## src/rtl/tl_ul_inflight_tracker.sv

```systemverilog
// Passive TL-UL checker: tracks in-flight requests per source ID and reports
// protocol faults as a one-cycle pulse with a code, plus a sticky flag.
module tl_ul_inflight_tracker #(
    parameter int SRC_W      = 3,
    parameter int BEAT_BYTES = 4,
    parameter int MAX_SIZE   = 6,
    parameter int TIMEOUT    = 1024
) (
    input  logic             clock,
    input  logic             reset_n,
    input  logic             a_valid,
    input  logic             a_ready,
    input  logic [2:0]       a_opcode,
    input  logic [2:0]       a_size,
    input  logic [SRC_W-1:0] a_source,
    input  logic             d_valid,
    input  logic             d_ready,
    input  logic [2:0]       d_opcode,
    input  logic [2:0]       d_size,
    input  logic [SRC_W-1:0] d_source,
    output logic [SRC_W:0]   outstanding,
    output logic             err_valid,
    output logic [2:0]       err_code,
    output logic [SRC_W-1:0] err_source,
    output logic             err_sticky
);

    localparam int NSRC   = 1 << SRC_W;
    localparam int LOG2BB = $clog2(BEAT_BYTES);
    localparam int WD_W   = $clog2(TIMEOUT + 1);

    localparam logic [2:0] A_PUTFULL = 3'd0;
    localparam logic [2:0] A_PUTPART = 3'd1;
    localparam logic [2:0] A_GET     = 3'd4;
    localparam logic [2:0] D_ACKDATA = 3'd1;

    localparam logic [2:0] E_DUP     = 3'd1;
    localparam logic [2:0] E_UNEXP   = 3'd2;
    localparam logic [2:0] E_DMISM   = 3'd3;
    localparam logic [2:0] E_BADOP   = 3'd4;
    localparam logic [2:0] E_BURST   = 3'd5;
    localparam logic [2:0] E_TIMEOUT = 3'd6;

    // Number of beats after the first one for a transfer of 2**size bytes.
    function automatic logic [4:0] beats_m1(input logic [2:0] size);
        int n;
        if (int'(size) <= LOG2BB) n = 1;
        else                      n = 1 << (int'(size) - LOG2BB);
        return 5'(n - 1);
    endfunction

    function automatic logic a_legal(input logic [2:0] op, input logic [2:0] size);
        return ((op == A_PUTFULL) || (op == A_PUTPART) || (op == A_GET)) &&
               (int'(size) <= MAX_SIZE);
    endfunction

    function automatic logic [SRC_W:0] popcount(input logic [NSRC-1:0] v);
        logic [SRC_W:0] c;
        c = '0;
        for (int i = 0; i < NSRC; i++) c = c + {{SRC_W{1'b0}}, v[i]};
        return c;
    endfunction

    logic [NSRC-1:0]        valid_q,  valid_d;
    logic [NSRC-1:0]        exp_op_q, exp_op_d;
    logic [NSRC-1:0][2:0]   size_q,   size_d;
    logic [4:0]             a_cnt_q,  a_cnt_d;
    logic [SRC_W-1:0]       a_src_q,  a_src_d;
    logic [2:0]             a_op_q,   a_op_d;
    logic [2:0]             a_size_q, a_size_d;
    logic [4:0]             d_cnt_q,  d_cnt_d;
    logic [SRC_W-1:0]       d_src_q,  d_src_d;
    logic                   d_hit_q,  d_hit_d;
    logic [WD_W-1:0]        wd_q,     wd_d;
    logic [SRC_W:0]         outstanding_q, outstanding_d;
    logic                   err_valid_q;
    logic [2:0]             err_code_q, err_code_d;
    logic [SRC_W-1:0]       err_source_q, err_source_d;
    logic                   err_sticky_q;

    logic                   a_fire, d_fire;
    logic                   d_hit_now;
    logic [4:0]             d_first_cnt;
    logic [6:1]             fault;
    logic                   err_any;
    logic [SRC_W-1:0]       to_src;

    assign a_fire = a_valid & a_ready;
    assign d_fire = d_valid & d_ready;

    always_comb begin
        valid_d      = valid_q;
        exp_op_d     = exp_op_q;
        size_d       = size_q;
        a_cnt_d      = a_cnt_q;
        a_src_d      = a_src_q;
        a_op_d       = a_op_q;
        a_size_d     = a_size_q;
        d_cnt_d      = d_cnt_q;
        d_src_d      = d_src_q;
        d_hit_d      = d_hit_q;
        wd_d         = wd_q;
        fault        = '0;
        d_hit_now    = 1'b0;
        d_first_cnt  = '0;
        to_src       = '0;
        err_code_d   = err_code_q;
        err_source_d = err_source_q;

        // D channel is evaluated first so a retiring entry frees its slot
        // before a same-cycle A allocation looks at it.
        if (d_fire) begin
            if (d_cnt_q == 5'd0) begin
                d_hit_now   = valid_q[d_source];
                d_first_cnt = (d_opcode == D_ACKDATA) ? beats_m1(d_size) : 5'd0;
                if (!d_hit_now) begin
                    fault[2] = 1'b1;
                end else if ((d_opcode != {2'b00, exp_op_q[d_source]}) ||
                             (d_size != size_q[d_source])) begin
                    fault[3] = 1'b1;
                end
                d_cnt_d = d_first_cnt;
                d_src_d = d_source;
                d_hit_d = d_hit_now;
                if ((d_first_cnt == 5'd0) && d_hit_now) valid_d[d_source] = 1'b0;
            end else begin
                d_cnt_d = d_cnt_q - 5'd1;
                if ((d_cnt_q == 5'd1) && d_hit_q) valid_d[d_src_q] = 1'b0;
            end
        end

        if (a_fire) begin
            if (a_cnt_q != 5'd0) begin
                a_cnt_d = a_cnt_q - 5'd1;
                if ((a_source != a_src_q) || (a_opcode != a_op_q) || (a_size != a_size_q))
                    fault[5] = 1'b1;
            end else if (!a_legal(a_opcode, a_size)) begin
                fault[4] = 1'b1;
            end else begin
                // Burst is tracked even on a duplicate so trailing beats are not
                // misread as fresh requests.
                a_cnt_d  = (a_opcode == A_GET) ? 5'd0 : beats_m1(a_size);
                a_src_d  = a_source;
                a_op_d   = a_opcode;
                a_size_d = a_size;
                if (valid_d[a_source]) begin
                    fault[1] = 1'b1;
                end else begin
                    valid_d[a_source]  = 1'b1;
                    exp_op_d[a_source] = (a_opcode == A_GET);
                    size_d[a_source]   = a_size;
                end
            end
        end

        if (d_fire || (outstanding_q == '0)) begin
            wd_d = '0;
        end else if (wd_q == WD_W'(TIMEOUT - 1)) begin
            wd_d     = '0;
            fault[6] = 1'b1;
        end else begin
            wd_d = wd_q + WD_W'(1);
        end

        // Timeout is attributed to the lowest in-flight source.
        for (int i = NSRC - 1; i >= 0; i--) begin
            if (valid_q[i]) to_src = SRC_W'(i);
        end

        err_any = |fault;
        if (fault[1]) begin
            err_code_d   = E_DUP;
            err_source_d = a_source;
        end else if (fault[2]) begin
            err_code_d   = E_UNEXP;
            err_source_d = d_source;
        end else if (fault[3]) begin
            err_code_d   = E_DMISM;
            err_source_d = d_source;
        end else if (fault[4]) begin
            err_code_d   = E_BADOP;
            err_source_d = a_source;
        end else if (fault[5]) begin
            err_code_d   = E_BURST;
            err_source_d = a_source;
        end else if (fault[6]) begin
            err_code_d   = E_TIMEOUT;
            err_source_d = to_src;
        end

        outstanding_d = popcount(valid_d);
    end

    always_ff @(posedge clock or negedge reset_n) begin
        if (!reset_n) begin
            valid_q       <= '0;
            exp_op_q      <= '0;
            size_q        <= '0;
            a_cnt_q       <= '0;
            a_src_q       <= '0;
            a_op_q        <= '0;
            a_size_q      <= '0;
            d_cnt_q       <= '0;
            d_src_q       <= '0;
            d_hit_q       <= 1'b0;
            wd_q          <= '0;
            outstanding_q <= '0;
            err_valid_q   <= 1'b0;
            err_code_q    <= '0;
            err_source_q  <= '0;
            err_sticky_q  <= 1'b0;
        end else begin
            valid_q       <= valid_d;
            exp_op_q      <= exp_op_d;
            size_q        <= size_d;
            a_cnt_q       <= a_cnt_d;
            a_src_q       <= a_src_d;
            a_op_q        <= a_op_d;
            a_size_q      <= a_size_d;
            d_cnt_q       <= d_cnt_d;
            d_src_q       <= d_src_d;
            d_hit_q       <= d_hit_d;
            wd_q          <= wd_d;
            outstanding_q <= outstanding_d;
            err_valid_q   <= err_any;
            err_code_q    <= err_code_d;
            err_source_q  <= err_source_d;
            err_sticky_q  <= err_sticky_q | err_any;
        end
    end

    assign outstanding = outstanding_q;
    assign err_valid   = err_valid_q;
    assign err_code    = err_code_q;
    assign err_source  = err_source_q;
    assign err_sticky  = err_sticky_q;

endmodule
```

## config.mk

```make
export PLATFORM = sky130hd
export DESIGN_NAME = tl_ul_inflight_tracker
export DESIGN_NICKNAME = d
export VERILOG_FILES = /design/src/rtl/tl_ul_inflight_tracker.sv
export SDC_FILE = /design/constraint.sdc
export NUM_CORES = 1
export LEC_CHECK = 0
export CAP_MARGIN = 10
export CORE_ASPECT_RATIO = 0.9
export CORE_MARGIN = 2
export CORE_UTILIZATION = 40
export CTS_CLUSTER_SIZE = 40
export DETAILED_ROUTE_END_ITERATION = 8
export HOLD_SLACK_MARGIN = 0.15
export SETUP_SLACK_MARGIN = 0.5
export SLEW_MARGIN = 15
export SYNTH_ARGS = -nofsm -noshare
export SYNTH_HDL_FRONTEND = slang
export SYNTH_SLANG_ARGS = --single-unit
```

## constraint.sdc

```tcl
create_clock -name clock -period 13.1 [get_ports clock]
set_input_delay 2.62 -clock clock [delete_from_list [all_inputs] [get_ports clock]]
set_output_delay 2.62 -clock clock [all_outputs]
set_load 0.01 [all_outputs]
```

# Word level (Yosys, flattened, before mapping)

Cells that the tools add are included.
Widths: inputs -> output; s select.

Add/subtract/negate cells: 14
Shift operators: 2
Order comparisons: 9
Multiplexer cells: 76
Reductions and logical operators: 24
Bitwise operators: 10
Equality and inequality tests: 10

Operators with widths:

| operator              | number |
|---|---|
| $mux 3                | 22 |
| $mux 8                | 8 |
| $shl 1x32->5 const A  | 2 |
| $mux 5                | 12 |
| $bwmux 24             | 1 |
| $mux 11               | 2 |
| $mux 1                | 19 |
| $add 4x1->4           | 4 |
| $and 8x8->8           | 2 |
| $not 8->8             | 2 |
| $lt 3x4->1 const B    | 3 |
| $ne 3x3->1            | 4 |
| $add 11x1->11 const B | 1 |
| $eq 11x10->1 const B  | 1 |
| $logic_not 5->1       | 2 |
| $sub 5x1->5 const B   | 2 |
| $sub 5x2->5 const B   | 2 |
| $bmux 1 s3            | 3 |
| $bmux 3 s3            | 1 |
| $demux 1 s3           | 3 |
| $demux 3 s3           | 1 |
| $ge 3x1->1 const B    | 3 |
| $bwmux 8              | 1 |
| $or 8x8->8            | 1 |
| other kinds (25)      | 43 |

Register bits after elaboration: 86
Input bits: 24

# Logic depth before layout (Yosys ltp)

Word-level depth: 25
Gate-level depth with buffers: 22

# Least setup slack after synthesis

No wires, ideal clock.

Path type: input -> register
Start: input d_size[1]
End: register outstanding_q[2] (netlist: outstanding[2])
Slack: 5542 ps
Stages: 22
Setup time: 123 ps
Buffers on the path: 1
Arrival time: 7436 ps
Required time: 12977 ps
Path through: buf_2 inv_1 ha_1 nand2b_1 a31oi_1 ha_1 nor2b_1 nand4_1 a311oi_4 a31oi_1 a2111o_1 nor3_2 or2_2 fa_1 inv_1 fa_1 fa_1 inv_1 ha_1 inv_1 fa_1 xnor2_1

Longest elaborated chain between the ends: 25
Elaborated cells on any way between the ends: 27
Those cells by class: add/sub (9); order compare (1); shift (1); mux (13); bitwise (1); reduce/logical (2)

RTL lines:

| what                       | line | RTL |
|---|---|---|
| start, declared            | 19   | `input logic [2:0] d_size,` |
| $sub 3x2->4                | 48   | `else n = 1 << (int'(size) - LOG2BB);` |
| $shl 1x32->5               | 48   |  |
| $mux 5 *                   | 47   | `if (int'(size) <= LOG2BB) n = 1;` |
| $mux 5 *                   | 113  | `if (d_cnt_q == 5'd0) begin` |
| $mux 5 *                   | 112  | `if (d_fire) begin` |
| $sub 5x2->5 *              | 49   | `return 5'(n - 1);` |
| $mux 5 *                   | 115  | `d_first_cnt = (d_opcode == D_ACKDATA) ? beats_m1(d_size) : 5'd0;` |
| $logic_not 5->1 *          | 125  | `if ((d_first_cnt == 5'd0) && d_hit_now) valid_d[d_source] = 1'b0;` |
| [8 not listed]             | n/a  |  |
| $mux 8                     | 133  | `if (a_cnt_q != 5'd0) begin` |
| $mux 8 *                   | 132  | `if (a_fire) begin` |
| via valid_d[0]             | 64   | `logic [NSRC-1:0] valid_q, valid_d;` |
| $add 1x1->2 *              | 60   | `for (int i = 0; i < NSRC; i++) c = c + {{SRC_W{1'b0}}, v[i]};` |
| $add 2x1->3 *              | 60   |  |
| $add 3x1->4 *              | 60   |  |
| $add 4x1->4 * (4 in a row) | 60   |  |
| via outstanding_d[2]       | 75   | `logic [SRC_W:0] outstanding_q, outstanding_d;` |
| end signal, assigned       | 224  | `outstanding_q <= outstanding_d;` |
| end, declared              | 75   |  |

Mark *: on every way through the listed nets, which the timed path passes. The rest lies on a longest branch. The select of a mux whose other input is x is not followed.
A chain may end at the register's enable or synchronous reset.

# Final worst setup path

Same ends and word-level chain as after synthesis.

==> results.py <==
metrics = {
    "detailed_routing": {
        "wl_um": 11800,
        "wl_per_cell_um": 16.6,
        "ant_nets": 0,
        "route.vias.total": 3898,
        "drtIter0Drc": 191,
        "drcViolationCount": 0,
        "drt-vias-per-instance": 5.49,
        "first_pass_iters": 5,
    },
    "worst_hold_path": {
        "hp-start": "size_q[7]",
        "holdPathEnd": "size_q[7]",
        "hold_class": "reg2reg",
        "hold_depth": 2,
    },
    "cells_and_area": {
        "drive_gt1_frac": 0.130,
        "nFillCells": 1130,
        "num-nets-final": 584,
        "syn2layout_area_growth_pct": 16.4,
        "layout.cells.non_filler": 710,
        "antennaDiodeCount": 0,
    },
    "yosys": {
        "ys_ff_latch": 86,
        "yosysWarnings": 0,
        "syn_inst": 512,
        "yosysUniqueCellTypes": 66,
        "synth.most_common_cell": "dfrtp_1",
        "syn_nets": 555,
        "synth.yosys.seq_area_share": 0.423,
        "async_flop_share": 1.00,
        "synth.avg_cell_area_um2": 9.94,
        "synthTopCellsByArea": "dfrtp_1 42%, mux2_2 4.9%, nand2_1 4.7%",
        "synthesis.area_um2": 5090,
        "synth_commonest_cells": "86 x dfrtp_1, 64 x nand2_1, 34 x nor2_1",
        "yosysTopAreaCell": "dfrtp_1",
        "synthFlopType": "dfrtp_1",
        "synth_top_area_frac": 0.423,
        "synth-edff-count": 0,
    },
    "floorplanning": {
        "die_w_um": 123,
        "die_y_um": 111,
        "core_um2": 12500,
        "num_rows": 39,
        "initial_core_util": 0.406,
        "die_area_um2": 13600,
        "pin_count": 36,
    },
    "clock_network": {
        "cts_root_buf": "clkbuf_16",
        "ctsResizeCount": 0,
        "ctsHoldBuffers": 0,
        "clk_transition_reported_paths_ns": 0.06,
        "tritoncts": "built",
        "post_cts.repair.setup_buffers": 0,
        "insertion_delay_ns": 0.35,
        "clock_sinks": 86,
        "clock_tree.htree_level_count": 3,
        "clock_path_buffers": 2,
        "cts_buffers": 9,
    },
    "placed_design": {
        "portBuffers": 35,
        "gp_congestion": 0.877,
        "pre_cts_ws_ns": 4.49,
        "dp_hpwl_um": 8590,
        "dpl.cell_count": 694,
    },
    "global_routing": {
        "grt_max_degree": 55,
        "grt_pass1_wl_um": 19900,
        "grt_pass1_vias": 3882,
        "antenna_found_initial": 0,
        "grt_overflow_total": 0,
        "gr-usage-all-layers": 0.187,
    },
    "worst_setup_path": {
        "worstPathArrival_ns": 8.50,
        "cp.required_ns": 13.33,
        "end_kind": "register",
        "r2r-start": "a_cnt_q[0]",
        "worstReg2RegEnd": "outstanding[2]",
        "critical_path_class": "in2reg",
        "cp-start-kind": "input port",
        "crit_fanout": 9,
        "regToRegSetupSlack_ns": 7.60,
        "reg2regPathDepth": 17,
    },
    "sta": {
        "finalSetupViolCount": 0,
        "setup_tns_ns": 0,
        "finalCritPeriodShare": 0.632,
        "worst_slew_pin_slew_ns": 0.946,
        "fin_skew_ns": 0.00672,
        "slew_violations": 0,
        "layout_setup_ws_ns": 4.83,
        "min_period_ns": 8.27,
        "fmax_mhz": 121,
        "slew_headroom": 0.365,
        "final-hold-violation-count": 0,
        "grt_setup_unrepaired": "false",
    },
    "outcome": {
        "status": "finished clean",
    },
    "flow_run": {
        "maxCapViolCount": 0,
    },
    "power": {
        "ir_drop_mv": 0.0699,
        "pwr_density_cell_nw_per_um2": 150,
        "cellLeakagePower_nw": 2.65,
    },
}
## through the flow
| step | total power [mW] | area (um2) | utilization | hold slack, ns |
|---|---|---|---|---|
| after global placement | 0.600 | 5590 | 0.446 | 0.465 |
| after detailed placement | 0.610 | 5590 | 0.446 | 0.474 |
| after CTS | 0.898 | 5930 | 0.473 | 0.489 |
| after global routing | 0.947 | 5930 | 0.473 | 0.511 |
| final | 0.889 | 5930 | 0.473 | 0.485 |
| after floorplan | 0.527 | 5090 | - | 0.445 |
## metal layers
metal | track usage | vias to the layer above | share of wire
met2 | 0.288 | 92 | 0.47
met3 | 0.0427 | 15 | 0.041
met4 | 0.0651 | 0 | 0.017
li1 | - | 1878 | -
met1 | 0.258 | 1913 | 0.47
met5 | 0 | - | 0
## flip-flops by register name, indices dropped and copies added, names as in the netlist, 4 cells and up
signal and count:
valid_q 8, a_cnt_q 5, d_cnt_q 5, size_q 24, outstanding 4, wd_q 11, exp_op_q 8
## worst max path at each step
stage / startpoint / to / slack (ns) / cells past startpoint
3_5_place_dp: d_size[1] / outstanding[2] / 4.49 / 22
4_1_cts: d_size[1] / outstanding[2] / 4.86 / 22
2_1_floorplan: d_size[1] / outstanding[2] / 5.54 / 22
5_1_grt: d_size[1] / outstanding[2] / 4.49 / 22
3_3_place_gp: d_size[1] / outstanding[2] / 4.74 / 22
6_report: d_size[1] / outstanding[2] / 4.83 / 22
## logic make-up (layout without fill, tap and decap cells)
| family | after synthesis | after routing | synth area share |
|---|---|---|---|
| AND/OR/NAND/NOR | 200 | 200 | 0.196 |
| flip-flops | 86 | 86 | 0.423 |
| AO/OA/AOI/OAI | 84 | 84 | 0.119 |
| buffers and inverters | 49 | 83 | 0.0383 |
| multiplexers | 48 | 48 | 0.127 |
| XOR/XNOR | 26 | 26 | 0.0447 |
| adder cells (fa/ha/maj) | 19 | 19 | 0.0526 |
## layout by cell type, fill, tap and decap left out, types with 4 or more instances in the layout
cell type,n
clkdlybuf4s50_1,34
nand4_1,11
o211ai_1,5
mux2_4,4
mux2_2,22
nand2_1,64
ha_1,15
and2_1,6
xnor2_1,11
nor3_1,16
nor2_1,34
a31oi_1,8
a21oi_1,12
mux4_2,9
nand3_1,18
o31ai_1,7
o21ai_0,21
nand2b_1,13
nor4_1,7
dfrtp_1,86
buf_4,7
mux2i_1,12
nor2b_1,8
xor2_1,15
fa_1,4
inv_1,26
clkbuf_16,9
## final cells by class
| cell class | instances | area (um2) | area share |
|---|---|---|---|
| Tap cell | 164 | 205 | 0.0346 |
| Sequential cell | 86 | 2150 | 0.363 |
| Clock inverter | 3 | 65.1 | 0.0110 |
| Inverter | 26 | 97.6 | 0.0165 |
| Clock buffer | 13 | 270 | 0.0456 |
| Timing Repair Buffer | 41 | 393 | 0.0663 |
| Multi-Input combinational cell | 377 | 2740 | 0.463 |
## power by group
| part | internal (mW) | total [mW] | switching (mW) |
|---|---|---|---|
| registers | 0.320 | 0.371 | 0.0511 |
| logic | 0.110 | 0.234 | 0.124 |
| clock network | 0.182 | 0.284 | 0.102 |
## critical path, stage by stage
cell and delay [ns]:
clkdlybuf4s50_1 0.65, inv_1 0.09, ha_1 0.33, nand2b_1 0.21, a31oi_1 0.27, ha_1 0.20
nor2b_1 0.19, nand4_1 0.18, a311oi_4 0.46, a31oi_1 0.16, a2111o_1 0.51, nor3_2 0.32
or2_2 0.21, fa_1 0.38, inv_1 0.08, fa_1 0.42, fa_1 0.43, inv_1 0.07
ha_1 0.17, inv_1 0.06, fa_1 0.37, xnor2_1 0.13
No activity file was read; power rests on OpenSTA's default activity.
